==> src/rtl/spi_slave_core.sv <==
// SPI responder core: oversampled SCK/NSS/MOSI, CPOL/CPHA edge decode, MISO moves SYNC_STAGES+1 clocks after SCK.
// Backpressure: single-entry tx buffer (tx_ready_o low when full or disabled); rx words are pulsed with no backpressure.
module spi_slave_core #(
  parameter int DATA_WIDTH  = 8,
  parameter int SYNC_STAGES = 2
) (
  input  logic                  clk_i,
  input  logic                  rst_n_i,
  input  logic                  en_i,
  input  logic                  cpol_i,
  input  logic                  cpha_i,
  input  logic                  lsb_i,
  input  logic                  spi_sck_i,
  input  logic                  spi_nss_i,
  input  logic                  spi_mosi_i,
  output logic                  spi_miso_o,
  output logic                  spi_miso_oe_o,
  input  logic [DATA_WIDTH-1:0] tx_data_i,
  input  logic                  tx_valid_i,
  output logic                  tx_ready_o,
  output logic [DATA_WIDTH-1:0] rx_data_o,
  output logic                  rx_valid_o,
  output logic                  udr_o,
  output logic                  busy_o
);

  localparam int CW = $clog2(DATA_WIDTH);
  localparam logic [CW-1:0] LAST_BIT = CW'(DATA_WIDTH - 1);

  typedef enum logic {IDLE, ACTIVE} state_t;
  state_t state_q, state_d;

  logic [SYNC_STAGES-1:0] sck_sync, nss_sync, mosi_sync;
  logic                   sck_prev, nss_prev;
  logic                   sck_cur, nss_cur, mosi_cur;
  logic                   sck_rise, sck_fall, lead_edge, trail_edge;
  logic                   sample_edge, shift_edge, nss_fall, nss_rise;

  logic [CW-1:0]          cnt_q;
  logic                   load_pend_q;
  logic                   full_q;
  logic [DATA_WIDTH-1:0]  rx_shift_q, rx_next, tx_shift_q, buf_q;
  logic                   do_load, set_pend, do_sample, do_shift, clr_frame;

  always_ff @(posedge clk_i or negedge rst_n_i) begin
    if (!rst_n_i) begin
      sck_sync  <= '0;
      nss_sync  <= '1;
      mosi_sync <= '0;
      sck_prev  <= 1'b0;
      nss_prev  <= 1'b1;
    end else begin
      sck_sync  <= {sck_sync[SYNC_STAGES-2:0], spi_sck_i};
      nss_sync  <= {nss_sync[SYNC_STAGES-2:0], spi_nss_i};
      mosi_sync <= {mosi_sync[SYNC_STAGES-2:0], spi_mosi_i};
      sck_prev  <= sck_cur;
      nss_prev  <= nss_cur;
    end
  end

  assign sck_cur     = sck_sync[SYNC_STAGES-1];
  assign nss_cur     = nss_sync[SYNC_STAGES-1];
  assign mosi_cur    = mosi_sync[SYNC_STAGES-1];
  assign sck_rise    = sck_cur & ~sck_prev;
  assign sck_fall    = ~sck_cur & sck_prev;
  assign nss_fall    = ~nss_cur & nss_prev;
  assign nss_rise    = nss_cur & ~nss_prev;
  assign lead_edge   = cpol_i ? sck_fall : sck_rise;
  assign trail_edge  = cpol_i ? sck_rise : sck_fall;
  assign sample_edge = cpha_i ? trail_edge : lead_edge;
  assign shift_edge  = cpha_i ? lead_edge : trail_edge;

  assign rx_next = lsb_i ? {mosi_cur, rx_shift_q[DATA_WIDTH-1:1]}
                         : {rx_shift_q[DATA_WIDTH-2:0], mosi_cur};

  always_ff @(posedge clk_i or negedge rst_n_i) begin
    if (!rst_n_i) state_q <= IDLE;
    else          state_q <= state_d;
  end

  always_comb begin
    state_d   = state_q;
    do_load   = 1'b0;
    set_pend  = 1'b0;
    do_sample = 1'b0;
    do_shift  = 1'b0;
    clr_frame = 1'b0;
    case (state_q)
      IDLE: begin
        if (en_i && nss_fall) begin
          state_d = ACTIVE;
          // With CPHA=1 the first bit is driven on the first leading edge, so defer the load.
          if (cpha_i) set_pend = 1'b1;
          else        do_load  = 1'b1;
        end
      end
      ACTIVE: begin
        if (!en_i || nss_rise) begin
          state_d   = IDLE;
          clr_frame = 1'b1;
        end else if (sample_edge) begin
          do_sample = 1'b1;
        end else if (shift_edge) begin
          if (load_pend_q) do_load  = 1'b1;
          else             do_shift = 1'b1;
        end
      end
      default: state_d = IDLE;
    endcase
  end

  always_ff @(posedge clk_i or negedge rst_n_i) begin
    if (!rst_n_i) begin
      cnt_q       <= '0;
      load_pend_q <= 1'b0;
      rx_shift_q  <= '0;
      tx_shift_q  <= '0;
      buf_q       <= '0;
      full_q      <= 1'b0;
      rx_data_o   <= '0;
      rx_valid_o  <= 1'b0;
      udr_o       <= 1'b0;
    end else begin
      rx_valid_o <= 1'b0;
      udr_o      <= 1'b0;

      if (clr_frame) begin
        cnt_q       <= '0;
        load_pend_q <= 1'b0;
      end
      if (set_pend) load_pend_q <= 1'b1;

      if (do_sample) begin
        rx_shift_q <= rx_next;
        if (cnt_q == LAST_BIT) begin
          cnt_q       <= '0;
          load_pend_q <= 1'b1;
          rx_data_o   <= rx_next;
          rx_valid_o  <= 1'b1;
        end else begin
          cnt_q <= cnt_q + CW'(1);
        end
      end

      if (do_shift) begin
        tx_shift_q <= lsb_i ? {1'b0, tx_shift_q[DATA_WIDTH-1:1]}
                            : {tx_shift_q[DATA_WIDTH-2:0], 1'b0};
      end

      if (do_load) begin
        load_pend_q <= 1'b0;
        if (full_q) begin
          tx_shift_q <= buf_q;
        end else begin
          tx_shift_q <= '0;
          udr_o      <= 1'b1;
        end
      end

      // A write landing with an underrun load is kept for the following word.
      if (!en_i)                      full_q <= 1'b0;
      else if (do_load && full_q)     full_q <= 1'b0;
      else if (tx_valid_i && tx_ready_o) begin
        full_q <= 1'b1;
        buf_q  <= tx_data_i;
      end
    end
  end

  assign tx_ready_o    = en_i & ~full_q;
  assign busy_o        = (state_q == ACTIVE);
  assign spi_miso_oe_o = busy_o;
  assign spi_miso_o    = busy_o & (lsb_i ? tx_shift_q[0] : tx_shift_q[DATA_WIDTH-1]);

endmodule

==> config.mk <==
export PLATFORM = sky130hd
export DESIGN_NAME = spi_slave_core
export DESIGN_NICKNAME = d
export VERILOG_FILES = /design/src/rtl/spi_slave_core.sv
export SDC_FILE = /design/constraint.sdc
export NUM_CORES = 1
export LEC_CHECK = 0
export CORE_MARGIN = 2
export CORE_UTILIZATION = 55
export DETAILED_ROUTE_END_ITERATION = 12
export DONT_BUFFER_PORTS = 1
export GPL_TIMING_DRIVEN = 0
export HOLD_SLACK_MARGIN = 0.08
export PLACE_DENSITY = 0.67
export REMOVE_ABC_BUFFERS = 1
export SLEW_MARGIN = 20
export SYNTH_ARGS = -nofsm -noshare
export SYNTH_HDL_FRONTEND = slang
export SYNTH_SLANG_ARGS = --single-unit
==> constraint.sdc <==
create_clock -name clk_i -period 3.65 [get_ports clk_i]
set_clock_uncertainty 0.15 [all_clocks]
set_input_delay 0.365 -clock clk_i [delete_from_list [all_inputs] [get_ports clk_i]]
set_output_delay 0.365 -clock clk_i [all_outputs]
set_load 0.05 [all_outputs]
==> results of run 1 <==
## power breakdown
part | total (mW) | leakage [nW] | internal, mW | switching (mW)
Sequential | 0.650 | 0.605 | 0.595 | 0.0559
Clock | 0.318 | 0.0510 | 0.151 | 0.166
Combinational | 0.171 | 0.523 | 0.0969 | 0.0736
## final cells by class
class / instances / area share, %
flip-flops and latches: 48 / 49.2
multi-input cells: 106 / 37.1
repair buffers: 15 / 6.85
clock buffers: 6 / 3.37
well taps: 48 / 2.45
inverters: 4 / 0.613
clock inverters: 2 / 0.409
## stage by stage
stage | utilization [%] | setup slack [ns] | hold slack [ns]
after floorplan | - | 1.30 | -0.0806
after global placement | 58.4 | 1.09 | -0.0796
after detailed placement | 58.4 | 1.04 | -0.0793
after CTS | 65.4 | 0.931 | 0.0992
after global routing | 65.4 | 0.856 | 0.107
final | 65.4 | 0.941 | 0.102
## cell families after synthesis
logic type               after synthesis  synth area share (%)
XOR/XNOR                               1                 0.744
multiplexers                          44                  23.2
AND/OR/NAND/NOR                       44                  10.7
flip-flops                            48                  55.1
AO/OA/AOI/OAI                         15                  5.72
adder cells (fa/ha/maj)                2                  1.14
buffers and inverters                 12                  3.38
## sequential cells by signal (all words and copies together), names as in the netlist
| register | cells |
|---|---|
| nss_prev | 1 |
| sck_prev | 1 |
| load_pend_q | 1 |
| sck_sync | 2 |
| cnt_q | 3 |
| buf_q | 8 |
| busy_o | 1 |
| mosi_sync | 2 |
| full_q | 1 |
| rx_shift_q | 8 |
| tx_shift_q | 8 |
| nss_sync | 2 |
| rx_valid_o | 1 |
| udr_o | 1 |
| rx_data_o | 8 |
## how the worst max path moves through the flow
stage,cells after the start,slack [ns],startpoint,end
2_1_floorplan,3,1.30,busy_o,rx_shift_q[0]
3_3_place_gp,3,1.09,busy_o,rx_shift_q[0]
3_5_place_dp,3,1.04,busy_o,rx_shift_q[6]
4_1_cts,1,0.93,busy_o,spi_miso_o
5_1_grt,4,0.86,busy_o,tx_shift_q[3]
6_report,1,0.94,busy_o,spi_miso_o
## metal layers
| layer | up-vias | GRT usage [%] | part of all wire, % |
|---|---|---|---|
| li1 | 616 | - | - |
| met1 | 705 | 23.7 | 40 |
| met2 | 38 | 34.0 | 53 |
| met3 | 6 | 6.59 | 5.5 |
| met4 | 0 | 9.95 | 1.6 |
| met5 | - | 0 | 0 |
## cell usage in the layout, fill, tap and decap left out
cell,instances
a21bo_2,1
a21oi_1,2
a222oi_1,8
a31o_1,1
a31oi_1,1
and2_1,2
and3_1,3
buf_16,1
clkbuf_8,6
clkinv_2,2
dfrtp_1,45
dfstp_2,3
dlygate4sd3_1,14
ha_1,2
inv_1,4
mux2_2,25
mux2_4,7
mux2i_1,12
nand2_1,15
nand2_2,1
nand2b_1,6
nand3_2,1
nand4_1,1
nor2_1,10
nor2b_1,3
nor4b_4,1
o21ai_0,2
or2_2,1
xnor2_2,1
==> flow_metrics.env, run 1 <==
export IMPL_power_leakage_nw=1.18
export IMPL_maxCapViolCount=0
export IMPL_ys_types=30
export IMPL_overflow=0
export IMPL_slowest_stage="dfrtp_1"
export IMPL_synthFlopType="dfrtp_1"
export IMPL_holdPathEnd="tx_shift_q[7]"
export IMPL_cp_data_arrival_time_ns=2.19
export IMPL_h_tree_depth=2
export IMPL_rsz0062_at_grt="no"
export IMPL_syn_inst=166
export IMPL_seq_area_um2=1200
export IMPL_wire_per_inst_um=17.1
export IMPL_antenna_cells=0
export IMPL_drive_gt1_share_pct=27.6
export IMPL_cts_buffers=5
export IMPL_finalMaxSlewViolations=0
export IMPL_worstReg2RegEnd="rx_shift_q[6]"
export IMPL_setup_viol=0
export IMPL_synth_area_top_cells="dfrtp_1 (52%), mux2_2 (13%), mux2i_1 (5.5%), mux2_4 (4.8%), a222oi_1 (3.7%)"
export IMPL_path_class="reg2out"
export IMPL_period_share_pct=74.2
export IMPL_core_um2=3740
export IMPL_viasPerCell=5.96
export IMPL_drt_iter0_drc=98
export IMPL_max_freq_mhz=369
export IMPL_dp_cells=206
export IMPL_end_kind="output port"
export IMPL_cpLargestDelayFamily="flip-flops"
export IMPL_min_delay_start="lsb_i"
export IMPL_drtPass1Iterations=5
export IMPL_fin_nets=200
export IMPL_cp_max_fo=9
export IMPL_grt_max_degree=49
export IMPL_slew_headroom_pct=29.0
export IMPL_clk_pin_slew_ns=0.08
export IMPL_num_vias=1365
export IMPL_worst_r2r_cell_count=3
export IMPL_max_clock_path_buffers=2
export IMPL_numPortBuffers=0
export IMPL_ctsResizeCount=0
export IMPL_postPlaceCellArea_um2=2190
export IMPL_fillers=286
export IMPL_yosysSeqAreaShare_pct=55.1
export IMPL_fin_cells=229
export IMPL_rows=22
export IMPL_r2r_slack_ns=0.99
export IMPL_final_cell_area_um2=2450
export IMPL_cts_tree="yes"
export IMPL_crit_chain="nor2b_1"
export IMPL_critical_path_buf_inv_count=0
export IMPL_final_antenna_net_count=0
export IMPL_r2r_start="busy_o"
export IMPL_grt_usage_pct=20.5
export IMPL_syn_area_per_cell_um2=13.2
export IMPL_post_cts_setup_buffer_count=0
export IMPL_gp_congestion=0.829
export IMPL_worst_slew_pin_slew_ns=1.07
export IMPL_grt_pass1_wl_um=6670
export IMPL_yosysTopAreaCell="dfrtp_1"
export IMPL_synth_edf_count=0
export IMPL_synth_common_cells="dfrtp_1 (45), mux2_2 (25), nand2_1 (15), mux2i_1 (12), nor2_1 (10)"
export IMPL_yosysMostFrequentCell="dfrtp_1"
export IMPL_cts_hold_buf=15
export IMPL_die_area_um2=4490
export IMPL_area_growth_synth_to_final_pct=12.0
export IMPL_cp_slowest_stage_delay_ns=1.06
export IMPL_drt_wl_total_um=3930
export IMPL_hp_class="in2reg"
export IMPL_final_setup_tns_ns=0
export IMPL_die_height_um=67.0
export IMPL_clkSinkCount=48
export IMPL_root_buffer="clkbuf_8"
export IMPL_yosysTopAreaCellShare_pct=51.5
export IMPL_hpwl_um=2560
export IMPL_ys_seq_elements=48
export IMPL_hold_viol=0
export IMPL_initial_core_util_pct=58.4
export IMPL_whs_path_depth=2
export IMPL_vdd_drop_max_mv=0.275
export IMPL_fin_crit_ns=2.71
export IMPL_syn_area_um2=2190
export IMPL_synth_warnings=0
export IMPL_grt_antenna_before_repair=0
export IMPL_run_status="completed"
export IMPL_ys_async_sr_fraction_pct=100
export IMPL_io_pins=32
export IMPL_drc=0
export IMPL_grt_pass1_vias=1454
export IMPL_critPathRequiredTime_ns=3.13
export IMPL_clock_latency_ns=0.30
export IMPL_finalPower_mw=1.14
export IMPL_start_kind="register"
export IMPL_die_width_um=67.0
export IMPL_multi_input_area_um2=907
export IMPL_power_density_nw_per_um2=465
Note: power is estimated with default switching activity, not from simulation.
==> run 2: changes to the inputs <==
Clock period 3.65 ns to 2.6 ns, I/O delays scaled along.
==> flow_metrics.env, run 2 (same netlist as run 1, synthesis figures left out) <==
export IMPL_p_sw_mw=0.421
export IMPL_critical_path_buf_inv_count=0
export IMPL_grt_pass1_vias=1452
export IMPL_numPortBuffers=0
export IMPL_worst_slew_pin_slew_ns=0.940
export IMPL_postPlaceCellArea_um2=2190
export IMPL_area_growth_synth_to_final_pct=12.6
export IMPL_cts_buffers=5
export IMPL_final_antenna_net_count=0
export IMPL_clkSinkCount=48
export IMPL_initial_core_util_pct=58.4
export IMPL_clock_latency_ns=0.30
export IMPL_fin_nets=201
export IMPL_r2r_slack_ns=0.23
export IMPL_path_class="reg2reg"
export IMPL_setup_viol=0
export IMPL_core_um2=3740
export IMPL_rows=22
export IMPL_highest_layer="met4"
export IMPL_hold_viol=0
export IMPL_max_freq_mhz=422
export IMPL_fin_crit_ns=2.37
export IMPL_crit_chain="nand2b_1 > nor4b_4 > a31o_1 > a222oi_1"
export IMPL_max_clock_path_buffers=2
export IMPL_fin_cells=230
export IMPL_layout_setup_ws_ns=0.233
export IMPL_min_delay_start="tx_valid_i"
export IMPL_drc=0
export IMPL_swShare_pct=26.2
export IMPL_r2r_start="busy_o"
export IMPL_maxCapViolCount=0
export IMPL_grt_antenna_before_repair=0
export IMPL_grt_pass1_wl_um=6730
export IMPL_die_height_um=67.0
export IMPL_p_comb_share_pct=15.2
export IMPL_preCtsSetupSlack_ns=-0.0147
export IMPL_power_density_nw_per_um2=652
export IMPL_wl_met1_um=1600
export IMPL_slowest_stage="dfrtp_2"
export IMPL_cts_tree="yes"
export IMPL_wire_per_inst_um=17.1
export IMPL_clk_pin_slew_ns=0.09
export IMPL_hp_class="in2reg"
export IMPL_cp_max_fo=10
export IMPL_slew_headroom_pct=37.2
export IMPL_cp_slowest_stage_delay_ns=0.64
export IMPL_overflow=0
export IMPL_final_cell_mix="dfrtp_1 (44), mux2_2 (25), nand2_1 (15), dlygate4sd3_1 (15), mux2i_1 (12)"
export IMPL_dp_cells=206
export IMPL_drtPass1Iterations=6
export IMPL_pwr_share_clk_pct=27.9
export IMPL_cpLargestDelayFamily="simple AND/OR/NAND/NOR gates"
export IMPL_die_area_um2=4490
export IMPL_final_common_cell="dfrtp_1"
export IMPL_dr_wl_met3_um=191
export IMPL_grt_usage_pct=20.7
export IMPL_viasPerCell=5.88
export IMPL_critPathRequiredTime_ns=2.61
export IMPL_grt_max_degree=49
export IMPL_drt_iter0_drc=120
export IMPL_die_width_um=67.0
export IMPL_run_status="completed"
export IMPL_vdd_drop_max_mv=0.385
export IMPL_wl_met2_um=2090
export IMPL_drt_wl_total_um=3940
export IMPL_finalPower_mw=1.61
export IMPL_rsz0062_at_grt="no"
export IMPL_end_kind="register"
export IMPL_crit_start="busy_o"
export IMPL_num_vias=1353
export IMPL_antenna_cells=0
export IMPL_seqPwrFrac_pct=56.9
export IMPL_io_pins=32
export IMPL_gp_congestion=0.829
export IMPL_final_cell_area_um2=2460
export IMPL_hpwl_um=2560
export IMPL_power_internal_mw=1.18
export IMPL_power_leakage_nw=1.18
export IMPL_h_tree_depth=2
export IMPL_root_buffer="clkbuf_8"
export IMPL_drive_gt1_share_pct=28.6
export IMPL_period_share_pct=91.0
export IMPL_post_cts_setup_buffer_count=0
export IMPL_start_kind="register"
export IMPL_cp_data_arrival_time_ns=2.38
export IMPL_finalMaxSlewViolations=0
## run 2: cell count changes in the layout (fill, tap and decap cells not counted), sizes merged
cell,delta
dlygate4sd3,+1
## run 2: power by group through the flow
| stage | combinational (mW) | clock [mW] | sequential, mW |
|---|---|---|---|
| floorplan | 0.177 | 0 | 0.904 |
| global placement | 0.190 | 0 | 0.921 |
| detailed placement | 0.202 | 0 | 0.926 |
| CTS | 0.245 | 0.462 | 0.911 |
| global route | 0.274 | 0.497 | 0.923 |
| finish | 0.244 | 0.448 | 0.913 |
## run 2: worst paths after layout
kind	end	cells after the start
max	tx_shift_q[3]	4
min	full_q	3
max reg2reg	tx_shift_q[3]	4
min reg2reg	sck_sync[1]	0
max in group asynchronous	nss_sync[0]	2
min in group asynchronous	full_q	2
## run 2: layout make-up
class,count,area (um^2)
Inverter,4,15.0
Sequential cell,48,1210
Tap cell,48,60.1
Fill cell,284,1280
Timing Repair Buffer,16,178
Clock inverter,2,10.0
Multi-Input combinational cell,106,910
Clock buffer,6,82.6
## run 2: worst register-to-register path: cells and delay by family, from the launching register on
kind               cells  cell delay, ns
AOI/OAI and AO/OA      2            0.55
DFF                    1            0.64
and+or+nand+nor        2            0.89
## run 2: metrics by stage
stage / setup TNS [ns] / hold WS [ns] / utilization [%]
3_3_place_gp: 0 / -0.185 / 58.4
2_1_floorplan: 0 / -0.186 / -
6_report: 0 / 0.101 / 65.7
3_5_place_dp: -0.0555 / -0.184 / 58.4
5_1_grt: 0 / 0.103 / 65.7
4_1_cts: 0 / 0.0980 / 65.7
## run 2: repair_timing
| action | in CTS | in global routing |
|---|---|---|
| hold buffers | 16 | 0 |
| gates resized for setup | 1 | 1 |
| hold endpoints to repair | 69 | 0 |
| setup endpoints to repair | 12 | 7 |
## run 2: per-layer routing
| layer | up-vias | track usage [%] |
|---|---|---|
| met5 | - | 0 |
| met1 | 698 | 24.7 |
| met3 | 6 | 6.42 |
| li1 | 619 | - |
| met4 | 0 | 8.93 |
| met2 | 30 | 34.3 |
